<file path="src/rtl/mac_vector_accumulator_pkg.sv">
// mac_pkg: shared types and helpers for the vector multiply-accumulate block.
//   state_e       - control FSM states (idle, accumulating, draining, holding a result)
//   clog2         - ceiling log2 used to size the reduction tree
//   prod_width    - width of one full-precision signed product
//   tree_width    - width of the reduced sum of all lanes
//   sat_to_result - clip a signed accumulator value into a narrower signed result
package mac_pkg;

  typedef enum logic [1:0] {
    StIdle,
    StAccum,
    StDrain,
    StHold
  } state_e;

  // Widest accumulator the saturation helper handles; callers sign-extend into it.
  // RESULT_WIDTH is expected to be strictly below this.
  localparam int unsigned SatMaxWidth = 64;

  typedef struct packed {
    logic                          sat;
    logic signed [SatMaxWidth-1:0] value;
  } sat_result_t;

  function automatic int unsigned clog2(input int unsigned n);
    int unsigned r;
    int unsigned v;
    r = 0;
    v = 1;
    while (v < n) begin
      v = v << 1;
      r++;
    end
    return r;
  endfunction

  function automatic int unsigned prod_width(input int unsigned dw, input int unsigned ww);
    return dw + ww;
  endfunction

  // The tree adds one bit of growth per level.
  function automatic int unsigned tree_width(input int unsigned pw, input int unsigned lanes);
    return pw + clog2(lanes);
  endfunction

  // Only the low result_width bits of .value are meaningful to the caller.
  function automatic sat_result_t sat_to_result(input logic signed [SatMaxWidth-1:0] acc,
                                                input int unsigned result_width);
    logic signed [SatMaxWidth-1:0] max_v;
    logic signed [SatMaxWidth-1:0] min_v;
    sat_result_t r;
    max_v   = (64'sd1 <<< (result_width - 1)) - 64'sd1;
    min_v   = -(64'sd1 <<< (result_width - 1));
    r.sat   = 1'b0;
    r.value = acc;
    if (acc > max_v) begin
      r.sat   = 1'b1;
      r.value = max_v;
    end else if (acc < min_v) begin
      r.sat   = 1'b1;
      r.value = min_v;
    end
    return r;
  endfunction

endpackage

</file>
<file path="src/rtl/mac_vector_accumulator_if.sv">
// Stream bundle between the layer sequencer, the accumulator and the activation stage.
//   in_valid/in_ready/in_last      - beat handshake and end-of-vector marker
//   bias_value                     - per-vector signed bias (used on the first beat only)
//   input_vector/weight_vector     - LANES packed signed elements, lane i at [i*W +: W]
//   out_valid/out_ready            - result handshake
//   output_value/saturated         - saturated signed result and clip flag
// master: sequencer/consumer side; slave: the accumulator.
interface mac_vector_accumulator_if #(
  parameter int unsigned DATA_WIDTH   = 8,
  parameter int unsigned WEIGHT_WIDTH = 8,
  parameter int unsigned LANES        = 4,
  parameter int unsigned RESULT_WIDTH = 16
) ();

  logic                             in_valid;
  logic                             in_ready;
  logic                             in_last;
  logic signed [RESULT_WIDTH-1:0]   bias_value;
  logic [LANES*DATA_WIDTH-1:0]      input_vector;
  logic [LANES*WEIGHT_WIDTH-1:0]    weight_vector;
  logic                             out_valid;
  logic                             out_ready;
  logic signed [RESULT_WIDTH-1:0]   output_value;
  logic                             saturated;

  modport master (
    output in_valid, in_last, bias_value, input_vector, weight_vector, out_ready,
    input  in_ready, out_valid, output_value, saturated
  );

  modport slave (
    input  in_valid, in_last, bias_value, input_vector, weight_vector, out_ready,
    output in_ready, out_valid, output_value, saturated
  );

endinterface

</file>
<file path="src/rtl/mac_vector_accumulator_adder_tree.sv">
// mac_adder_tree: registered-input signed reduction of LANES values.
//   clk, reset_n - clock, asynchronous active-low reset
//   load         - capture products into the input register
//   products     - LANES packed signed values of IN_WIDTH bits
//   sum          - signed sum of the registered values, IN_WIDTH+clog2(LANES) bits
module mac_adder_tree
  import mac_pkg::*;
#(
  parameter int unsigned LANES     = 4,
  parameter int unsigned IN_WIDTH  = 16,
  localparam int unsigned OUT_WIDTH = IN_WIDTH + clog2(LANES)
) (
  input  logic                        clk,
  input  logic                        reset_n,
  input  logic                        load,
  input  logic [LANES*IN_WIDTH-1:0]   products,
  output logic signed [OUT_WIDTH-1:0] sum
);

  localparam int unsigned Levels = clog2(LANES);
  localparam int unsigned Nodes  = 1 << Levels;

  logic [LANES*IN_WIDTH-1:0] prod_q;

  always_ff @(posedge clk or negedge reset_n) begin
    if (!reset_n) begin
      prod_q <= '0;
    end else if (load) begin
      prod_q <= products;
    end
  end

  // Level 0 holds the leaves (padded with zeros to a power of two); each further level
  // halves the node count and widens by one bit so no pairwise sum can overflow.
  for (genvar l = 0; l <= Levels; l++) begin : g_lvl
    localparam int unsigned LvlWidth = IN_WIDTH + l;
    localparam int unsigned LvlNodes = Nodes >> l;
    logic [LvlWidth-1:0] node [LvlNodes];

    if (l == 0) begin : g_leaf
      for (genvar i = 0; i < LvlNodes; i++) begin : g_n
        if (i < LANES) begin : g_lane
          assign node[i] = prod_q[i*IN_WIDTH +: IN_WIDTH];
        end else begin : g_pad
          assign node[i] = '0;
        end
      end
    end else begin : g_add
      for (genvar i = 0; i < LvlNodes; i++) begin : g_n
        logic [LvlWidth-2:0] a;
        logic [LvlWidth-2:0] b;
        assign a       = g_lvl[l-1].node[2*i];
        assign b       = g_lvl[l-1].node[2*i+1];
        assign node[i] = {a[LvlWidth-2], a} + {b[LvlWidth-2], b};
      end
    end
  end

  assign sum = g_lvl[Levels].node[0];

endmodule

</file>
<file path="src/rtl/mac_vector_accumulator.sv">
// mac_vector_accumulator: pipelined LANES-wide signed dot product with bias and saturation.
//   clk, reset_n - clock, asynchronous active-low reset
//   soft_clear   - synchronous abort of the current vector (highest priority)
//   bus (slave)  - beat stream in, result stream out (see mac_vector_accumulator_if)
// Pipeline: stage 1 = registered products (inside the tree), stage 2 = accumulator,
// then the saturated output register loaded on entry to StHold.
module mac_vector_accumulator
  import mac_pkg::*;
#(
  parameter int unsigned DATA_WIDTH   = 8,
  parameter int unsigned WEIGHT_WIDTH = 8,
  parameter int unsigned LANES        = 4,
  parameter int unsigned ACC_WIDTH    = 32,
  parameter int unsigned RESULT_WIDTH = 16
) (
  input logic                     clk,
  input logic                     reset_n,
  input logic                     soft_clear,
  mac_vector_accumulator_if.slave bus
);

  localparam int unsigned ProdWidth = prod_width(DATA_WIDTH, WEIGHT_WIDTH);
  localparam int unsigned TreeWidth = tree_width(ProdWidth, LANES);

  state_e state_q, state_d;

  logic                           ready_en_q;
  logic                           accept;
  logic                           first_beat;
  logic                           load_out;

  logic [LANES*ProdWidth-1:0]     prod_flat;
  logic signed [TreeWidth-1:0]    tree_sum;

  logic                           s1_valid_q;
  logic                           s1_first_q;
  logic                           s1_last_q;
  logic signed [RESULT_WIDTH-1:0] s1_bias_q;

  logic                           s2_last_q;
  logic signed [ACC_WIDTH-1:0]    acc_q, acc_d;

  logic signed [RESULT_WIDTH-1:0] out_value_q;
  logic                           out_sat_q;

  sat_result_t                    sat_res;
  logic                           unused_sat_hi;

  // in_ready stays low while reset is held and rises on the first clock after release.
  assign bus.in_ready = ready_en_q && ((state_q == StIdle) || (state_q == StAccum));
  assign accept       = bus.in_valid && bus.in_ready && !soft_clear;
  assign first_beat   = (state_q == StIdle);

  for (genvar l = 0; l < LANES; l++) begin : g_prod
    logic signed [DATA_WIDTH-1:0]   x;
    logic signed [WEIGHT_WIDTH-1:0] w;
    assign x = bus.input_vector[l*DATA_WIDTH +: DATA_WIDTH];
    assign w = bus.weight_vector[l*WEIGHT_WIDTH +: WEIGHT_WIDTH];
    assign prod_flat[l*ProdWidth +: ProdWidth] = ProdWidth'(x) * ProdWidth'(w);
  end

  mac_adder_tree #(
    .LANES    (LANES),
    .IN_WIDTH (ProdWidth)
  ) u_tree (
    .clk      (clk),
    .reset_n  (reset_n),
    .load     (accept),
    .products (prod_flat),
    .sum      (tree_sum)
  );

  always_ff @(posedge clk or negedge reset_n) begin
    if (!reset_n) begin
      ready_en_q <= 1'b0;
    end else begin
      ready_en_q <= 1'b1;
    end
  end

  // Stage 1 side-band: travels alongside the registered products in the tree.
  always_ff @(posedge clk or negedge reset_n) begin
    if (!reset_n) begin
      s1_valid_q <= 1'b0;
      s1_first_q <= 1'b0;
      s1_last_q  <= 1'b0;
      s1_bias_q  <= '0;
    end else if (soft_clear) begin
      s1_valid_q <= 1'b0;
    end else begin
      s1_valid_q <= accept;
      if (accept) begin
        s1_first_q <= first_beat;
        s1_last_q  <= bus.in_last;
        if (first_beat) begin
          s1_bias_q <= bus.bias_value;
        end
      end
    end
  end

  // Stage 2: a first beat restarts from the bias; bubbles leave the accumulator alone.
  always_comb begin
    acc_d = acc_q;
    if (s1_valid_q) begin
      if (s1_first_q) begin
        acc_d = ACC_WIDTH'(s1_bias_q) + ACC_WIDTH'(tree_sum);
      end else begin
        acc_d = acc_q + ACC_WIDTH'(tree_sum);
      end
    end
  end

  always_ff @(posedge clk or negedge reset_n) begin
    if (!reset_n) begin
      acc_q     <= '0;
      s2_last_q <= 1'b0;
    end else if (soft_clear) begin
      acc_q     <= '0;
      s2_last_q <= 1'b0;
    end else begin
      acc_q     <= acc_d;
      s2_last_q <= s1_valid_q && s1_last_q;
    end
  end

  always_comb begin
    state_d  = state_q;
    load_out = 1'b0;
    if (soft_clear) begin
      state_d = StIdle;
    end else begin
      unique case (state_q)
        StIdle: begin
          if (accept) begin
            state_d = bus.in_last ? StDrain : StAccum;
          end
        end
        StAccum: begin
          if (accept && bus.in_last) begin
            state_d = StDrain;
          end
        end
        StDrain: begin
          // s2_last_q means acc_q now holds the finished dot product.
          if (s2_last_q) begin
            state_d  = StHold;
            load_out = 1'b1;
          end
        end
        StHold: begin
          if (bus.out_ready) begin
            state_d = StIdle;
          end
        end
        default: state_d = StIdle;
      endcase
    end
  end

  always_ff @(posedge clk or negedge reset_n) begin
    if (!reset_n) begin
      state_q <= StIdle;
    end else begin
      state_q <= state_d;
    end
  end

  assign sat_res       = sat_to_result(SatMaxWidth'(acc_q), RESULT_WIDTH);
  assign unused_sat_hi = ^sat_res.value[SatMaxWidth-1:RESULT_WIDTH];

  // Result registers keep their value after the handshake until the next result.
  always_ff @(posedge clk or negedge reset_n) begin
    if (!reset_n) begin
      out_value_q <= '0;
      out_sat_q   <= 1'b0;
    end else if (load_out) begin
      out_value_q <= sat_res.value[RESULT_WIDTH-1:0];
      out_sat_q   <= sat_res.sat;
    end
  end

  assign bus.out_valid    = (state_q == StHold);
  assign bus.output_value = out_value_q;
  assign bus.saturated    = out_sat_q;

endmodule

</file>
<file path="src/flat_wrapper.sv">
// flat-port wrapper written by rule: the top's interface ports become plain ports
module mac_vector_accumulator_flat import mac_pkg::*;
#(
  parameter int unsigned DATA_WIDTH   = 8,
  parameter int unsigned WEIGHT_WIDTH = 8,
  parameter int unsigned LANES        = 4,
  parameter int unsigned ACC_WIDTH    = 32,
  parameter int unsigned RESULT_WIDTH = 16
)
  (clk, reset_n, soft_clear, bus_in_valid, bus_in_last, bus_bias_value, bus_input_vector, bus_weight_vector, bus_out_ready, bus_in_ready, bus_out_valid, bus_output_value, bus_saturated);
  mac_vector_accumulator_if #(.DATA_WIDTH(DATA_WIDTH), .WEIGHT_WIDTH(WEIGHT_WIDTH), .LANES(LANES), .RESULT_WIDTH(RESULT_WIDTH)) bus_i ();
  input logic clk;
  input logic reset_n;
  input logic soft_clear;
  input wire logic [$bits(bus_i.in_valid)-1:0] bus_in_valid;
  input wire logic [$bits(bus_i.in_last)-1:0] bus_in_last;
  input wire logic [$bits(bus_i.bias_value)-1:0] bus_bias_value;
  input wire logic [$bits(bus_i.input_vector)-1:0] bus_input_vector;
  input wire logic [$bits(bus_i.weight_vector)-1:0] bus_weight_vector;
  input wire logic [$bits(bus_i.out_ready)-1:0] bus_out_ready;
  output wire logic [$bits(bus_i.in_ready)-1:0] bus_in_ready;
  output wire logic [$bits(bus_i.out_valid)-1:0] bus_out_valid;
  output wire logic [$bits(bus_i.output_value)-1:0] bus_output_value;
  output wire logic [$bits(bus_i.saturated)-1:0] bus_saturated;
  assign bus_i.in_valid = bus_in_valid;
  assign bus_i.in_last = bus_in_last;
  assign bus_i.bias_value = bus_bias_value;
  assign bus_i.input_vector = bus_input_vector;
  assign bus_i.weight_vector = bus_weight_vector;
  assign bus_i.out_ready = bus_out_ready;
  assign bus_in_ready = bus_i.in_ready;
  assign bus_out_valid = bus_i.out_valid;
  assign bus_output_value = bus_i.output_value;
  assign bus_saturated = bus_i.saturated;
  mac_vector_accumulator #(.DATA_WIDTH(DATA_WIDTH), .WEIGHT_WIDTH(WEIGHT_WIDTH), .LANES(LANES), .ACC_WIDTH(ACC_WIDTH), .RESULT_WIDTH(RESULT_WIDTH)) u_core (.clk(clk), .reset_n(reset_n), .soft_clear(soft_clear), .bus(bus_i));
endmodule
</file>
<file path="config.mk">
export PLATFORM = sky130hd
export DESIGN_NAME = mac_vector_accumulator_flat
export DESIGN_NICKNAME = d
export VERILOG_FILES = /design/src/rtl/mac_vector_accumulator_pkg.sv /design/src/rtl/mac_vector_accumulator_if.sv /design/src/rtl/mac_vector_accumulator_adder_tree.sv /design/src/rtl/mac_vector_accumulator.sv /design/src/flat_wrapper.sv
export SDC_FILE = /design/constraint.sdc
export NUM_CORES = 1
export LEC_CHECK = 0
export CAP_MARGIN = 30
export CORE_MARGIN = 4
export CORE_UTILIZATION = 35
export DETAILED_ROUTE_END_ITERATION = 12
export PLACE_DENSITY = 0.59
export REMOVE_ABC_BUFFERS = 1
export SETUP_SLACK_MARGIN = 0.1
export SLEW_MARGIN = 10
export SYNTH_ARGS = -nofsm -noshare
export SYNTH_HDL_FRONTEND = slang
export SYNTH_SLANG_ARGS = --single-unit
</file>
<file path="constraint.sdc">
create_clock -name clk -period 16.7 [get_ports clk]
set_input_delay 5.01 -clock clk [delete_from_list [all_inputs] [get_ports clk]]
set_output_delay 5.01 -clock clk [all_outputs]
set_load 0.005 [all_outputs]
</file>
==> impl_metrics.ini, run 1 <==
[floorplan]
die_w_um = 241
dieArea_sq_um = 57800
fp-row-count = 84
start_util = 0.356
coreArea_sq_um = 53100
io_pins = 105
fp.dieH_um = 241

[clock_tree]
cts_tree = yes
ctsHtreeMaxLevel = 4
cts_resized = 0
numCtsBuffers = 17
cts_max_path_buffers = 2
clk_pin_slew_ns = 0.06
postCtsSetupBuffers = 0
holdBufCountCts = 0
insertion_delay_ns = 0.43
root_buffer = clkbuf_16
clock-sinks = 136

[synth]
synth_xor_area_frac = 0.0477
synth_area_sq_um = 18900
synth_edf_count = 0
synth-compound-area-share = 0.120
ys_warn_count = 0
synth_top_family_by_area = adder cells
synth-simple-area-share = 0.158
async_reset_ff_frac = 1.00
syn_avg_cell_area_sq_um = 9.01
yosysUniqueCellTypes = 73
synth_top_flop_cell = dfrtp_1
ys_ff_latch = 136
ys_top_cells_by_area = fa_1 (27%), dfrtp_1 (18%), ha_1 (13%)
synth-adder-area-share = 0.397
synth_top_cell_by_area = fa_1
yosysTopAreaCellShare = 0.270
synth.area.mux_share = 0.0128
yosysSeqAreaShare = 0.180
postSynthCellCount = 2099

[finish]
drive_gt1_frac = 0.0326
seq_area_sq_um = 3400
fillers = 5274
final_common_cell = inv_1
final_cell_mix = inv_1 (381), fa_1 (255), nand2_1 (213)
final_util = 0.402
multiInputGateArea_sq_um = 13900
diodes = 0
area_growth_pct = 12.8
fin_cells = 2895
layout.nets = 2728

[timing]
rsz0062_at_grt = no
hold_violations = 0
finClkSkew_ns = 0.0157
finalWorstSetupSlack_ns = 7.22
relSlewSlack = 0.413
min_period_ns = 9.48
worstMarginPinSlew_ns = 0.878
slew_viol_final = 0
fin_setup_tns_ns = 0
min_period_over_period = 0.568
fmax_mhz = 106
finalSetupViolCount = 0

[detailed_routing]
drt_iter0_markers = 661
drt_pass1_iterations = 4
route.detailed.drc = 0
highest_layer = met4
wl_met1_mm = 20.3
ant_nets = 0
wl_per_cell_um = 14.9
wl_met3_mm = 1.15
wl_met2_mm = 21.1
wl_mm = 43.2
via_per_inst = 4.84
vias = 14000

[critical_path]
path_class = input pin to register
cp.required_ns = 17.00
critPathArrivalTime_ns = 9.78
r2r_setup_slack_ns = 10.37
cp_max_fo = 8
cp-end-kind = register
startpoint_type = input pin

[placement]
post-dp-hpwl_mm = 35.8
place_ws_ns = 6.79
dp_cells = 2862
gp_congestion = 0.862
port_buffers = 104

[grt]
grt_max_degree = 81
grt_pass1_vias = 15000
grt_overflow = 0
grt_pass1_wl_mm = 74.9
antenna_found_initial = 0
track_usage = 0.157

[status]
run_status = finished, final reports clean

[run]
maxCapViolations = 0

[min_path]
hp-class = register to register
==> cell type report <==
| type | instances | area share |
|---|---|---|
| inverter | 382 | 0.0672 |
| sequential | 136 | 0.160 |
| clock inverter | 15 | 0.00745 |
| timing repair buffer | 114 | 0.0524 |
| tap | 688 | 0.0403 |
| multi-input combinational | 1543 | 0.653 |
| clock buffer | 17 | 0.0199 |
==> synth_stat cells, drive strengths merged (3+ instances only) <==
cell type  count
o21ai        134
clkbuf        27
a21o          34
o211ai         8
nand3b         3
and3          13
nand3         20
inv          381
o41ai          5
o31ai         16
xor2          27
a21oi         78
o31a           4
nand2        213
a211oi        19
nor2          98
mux2          17
o21bai         4
or2            3
a31oi         12
nor4           9
nor3b          5
nand2b        47
buf           11
nor3          14
a31o           3
fa           255
dfrtp        136
a211o          3
or3            5
and2         150
mux2i          5
ha           193
a21boi        12
xnor2         76
nand4          6
nor2b         12
o21a           6
a311oi         3
nand4b         4
==> per-stage QoR <==
step	area [sq um]	hold slack, ns
after floorplan	18800	0.445
after global placement	20700	0.461
after detailed placement	20700	0.471
after CTS	21300	0.486
after global routing	21300	0.497
final	21300	0.476
==> per-layer routing <==
metal  GRT usage  up-vias
met5           0        -
met4      0.0289        0
met3      0.0163       36
met2       0.269      198
met1       0.217     6863
li1            -     6924
==> flip-flops by register name, indices dropped and copies added (netlist names), 2 cells and up <==
signal                   count
u_core.state_q               2
u_core.u_tree.prod_q        64
u_core.bus.output_value     16
u_core.acc_q                32
u_core.s1_bias_q            16
==> final timing paths <==
path | start | to | cells past startpoint
min in group asynchronous | reset_n | u_core.acc_q[4] | 1
worst min register to register | u_core.bus.output_value[2] | u_core.bus.output_value[2] | 2
max in group asynchronous | reset_n | u_core.u_tree.prod_q[16] | 2
worst min-delay path | u_core.bus.output_value[2] | u_core.bus.output_value[2] | 2
worst max-delay path | bus_input_vector[6] | u_core.u_tree.prod_q[14] | 20
worst max register to register | u_core.u_tree.prod_q[17] | u_core.acc_q[30] | 26
==> cell families after synthesis <==
| logic type | Yosys count |
|---|---|
| AOI/OAI and AO/OA | 365 |
| xor gates and xnor gates | 103 |
| adders and majority gates | 448 |
| buffers and inverters | 420 |
| DFF | 136 |
| muxes | 22 |
| other | 1 |
| and+or+nand+nor | 604 |
==> worst max-delay path: stages <==
cell and delay (ns):
clkdlybuf4s50_1 0.54, and2_1 0.25, fa_1 0.50, inv_1 0.05
fa_1 0.50, inv_1 0.06, fa_1 0.53, inv_1 0.05
fa_1 0.47, inv_1 0.04, ha_1 0.31, o21ai_0 0.11
a21boi_0 0.27, o21ai_0 0.14, a21boi_0 0.27, o21ai_0 0.14
a21oi_1 0.20, o21ai_0 0.13, nand4b_1 0.11, o211ai_1 0.09
Power of run 1 is not shown: default switching activity piles up to over one toggle a cycle in this logic, so the estimate is an artifact.
==> run 2: changes to the inputs <==
==> constraint.sdc (replaced) <==
create_clock -name clk -period 9.8 [get_ports clk]
set_input_delay 2.94 -clock clk [delete_from_list [all_inputs] [get_ports clk]]
set_output_delay 2.94 -clock clk [all_outputs]
set_load 0.005 [all_outputs]
==> impl_metrics.ini, run 2 (synthesis results as in run 1) <==
[status]
run_status = finished, final reports clean

[finish]
layout.nets = 2728
area_growth_pct = 12.8
seq_area_sq_um = 3400
final_area_sq_um = 21300
diodes = 0
top_regs = u_core.u_tree.prod_q x64, u_core.acc_q x32
fillers = 5292
regMostFlops = u_core.u_tree.prod_q
final_cell_mix = inv_1 (381), fa_1 (255), nand2_1 (213)
drive_gt1_frac = 0.0322
final_common_cell = inv_1
multiInputGateArea_sq_um = 13900
largest_reg_flops = 64

[detailed_routing]
vias = 14000
wl_mm = 43.0
via_per_inst = 4.83
ant_nets = 0
drt_pass1_iterations = 5
route.detailed.drc = 0
drt_iter0_markers = 742
wl_per_cell_um = 14.9

[timing]
slew_viol_final = 0
min_period_over_period = 0.760
worstMarginPinSlew_ns = 0.823
finalSetupViolCount = 0
rsz0062_at_grt = no
fin_setup_tns_ns = 0
fmax_mhz = 134
hold_violations = 0
relSlewSlack = 0.452
finClkSkew_ns = 0.0126
min_period_ns = 7.45

[placement]
port_buffers = 104
postPlaceCellArea_sq_um = 20700
post-dp-hpwl_mm = 35.7
gp_congestion = 0.864

[grt]
grt_pass1_wl_mm = 74.3
grt_use_met2 = 0.270
track_usage = 0.156
grt_max_degree = 81
met3_usage = 0.0161
top_usage_layer = met2
use_met1 = 0.217
antenna_found_initial = 0
grt_pass1_vias = 14900
grt_overflow = 0

[critical_path]
worstSetupStartpoint = bus_weight_vector[28]
worst-path-buf-inv = 3
worstReg2RegStart = u_core.u_tree.prod_q[17]
crit_path_end = u_core.u_tree.prod_q[62]
slowest_stage = clkdlybuf4s50_1
cp_max_fo = 8
path_depth = 19
critPathArrivalTime_ns = 7.80
cp.required_ns = 10.15
reg2regPathDepth = 26
r2r_setup_slack_ns = 3.41
worstPathCellList = clkdlybuf4s50_1, and2_1, fa_1, inv_1, fa_1, fa_1, fa_1, inv_1, ha_1, nor2b_1, o21ai_0, a21boi_0, o21ai_0, a21boi_0, o21ai_0, a21oi_1, o21ai_0, nand4b_1, o211ai_1
cp-end-kind = register
r2r_end = u_core.acc_q[30]
critPathTopFamily = adder cells
path_class = input pin to register
max_stage_delay_ns = 0.58
startpoint_type = input pin

[floorplan]
start_util = 0.356
fp-row-count = 84
coreArea_sq_um = 53100
die_w_um = 241
dieArea_sq_um = 57800
fp.dieH_um = 241
io_pins = 105

[clock_tree]
numCtsBuffers = 17
postCtsSetupBuffers = 0
cts_resized = 0
clk_pin_slew_ns = 0.06
cts_tree = yes
ctsHtreeMaxLevel = 4
holdBufCountCts = 0
insertion_delay_ns = 0.43
cts_max_path_buffers = 2
clock-sinks = 136
root_buffer = clkbuf_16

[run]
maxCapViolations = 0

[min_path]
hp-class = register to register
-- run 2: cell types whose count changed in the layout (fill, tap and decap cells not counted) --
cell	previous run	this run
clkinv_4	2	3
inv_8	5	0
clkbuf_8	0	1
bufinv_16	1	2
clkinv_2	1	3
clkinvlp_4	2	1
clkbuf_1	0	1
-- run 2: metrics by stage --
| step | hold WS, ns | utilization | worst slack [ns] | instances |
|---|---|---|---|---|
| after floorplan | 0.445 | - | 2.76 | 2061 |
| after global placement | 0.461 | 0.391 | 2.05 | 2861 |
| after detailed placement | 0.464 | 0.391 | 1.94 | 2862 |
| after CTS | 0.479 | 0.402 | 2.39 | 2894 |
| after global routing | 0.497 | 0.402 | 1.93 | 2895 |
| final | 0.473 | 0.402 | 2.35 | 2895 |
-- run 2: final cells by class --
type | instances | area share
clock buffers | 19 | 0.0208
inverters | 382 | 0.0672
flip-flops and latches | 136 | 0.159
clock inverters | 13 | 0.00674
repair buffers | 114 | 0.0524
multi-input cells | 1543 | 0.653
well taps | 688 | 0.0403
-- run 2: worst register-to-register path, cell delays in order (launching register included) --
cell      delay, ns
dfrtp_1        0.36
inv_1          0.15
fa_1           0.46
fa_1           0.47
inv_1          0.07
ha_1           0.17
inv_1          0.05
fa_1           0.39
nor2b_1        0.14
o21a_2         0.14
a31oi_1        0.16
o32a_1         0.43
a211o_1        0.29
and3_1         0.16
nor3_2         0.17
buf_4          0.30
ha_1           0.31
a21oi_1        0.25
o21ai_1        0.10
a21o_1         0.19
a21oi_1        0.14
o211ai_1       0.11
a31oi_2        0.28
o21ai_1        0.16
a31o_1         0.27
and4_1         0.19
or3b_1         0.37
-- run 2: routing by layer --
layer | wire, um | vias up
met4 | 374 | 0
met3 | 1170 | 30
met1 | 20400 | 6867
met2 | 21100 | 183
li1 | - | 6914
met5 | 0 | -
-- run 2: how the worst min path moves through the flow --
| stage | endpoint | depth (start not counted) | slack [ns] | startpoint |
|---|---|---|---|---|
| floorplan | u_core.u_tree.prod_q[48] | 2 | 0.45 | u_core.u_tree.prod_q[48] |
| global placement | u_core.s1_last_q | 2 | 0.46 | u_core.s1_last_q |
| detailed placement | u_core.s1_last_q | 2 | 0.46 | u_core.s1_last_q |
| CTS | u_core.s1_last_q | 2 | 0.48 | u_core.s1_last_q |
| global route | u_core.s1_last_q | 2 | 0.50 | u_core.s1_last_q |
| finish | u_core.s1_last_q | 2 | 0.47 | u_core.s1_last_q |
Power of run 2 is left out for the same reason.
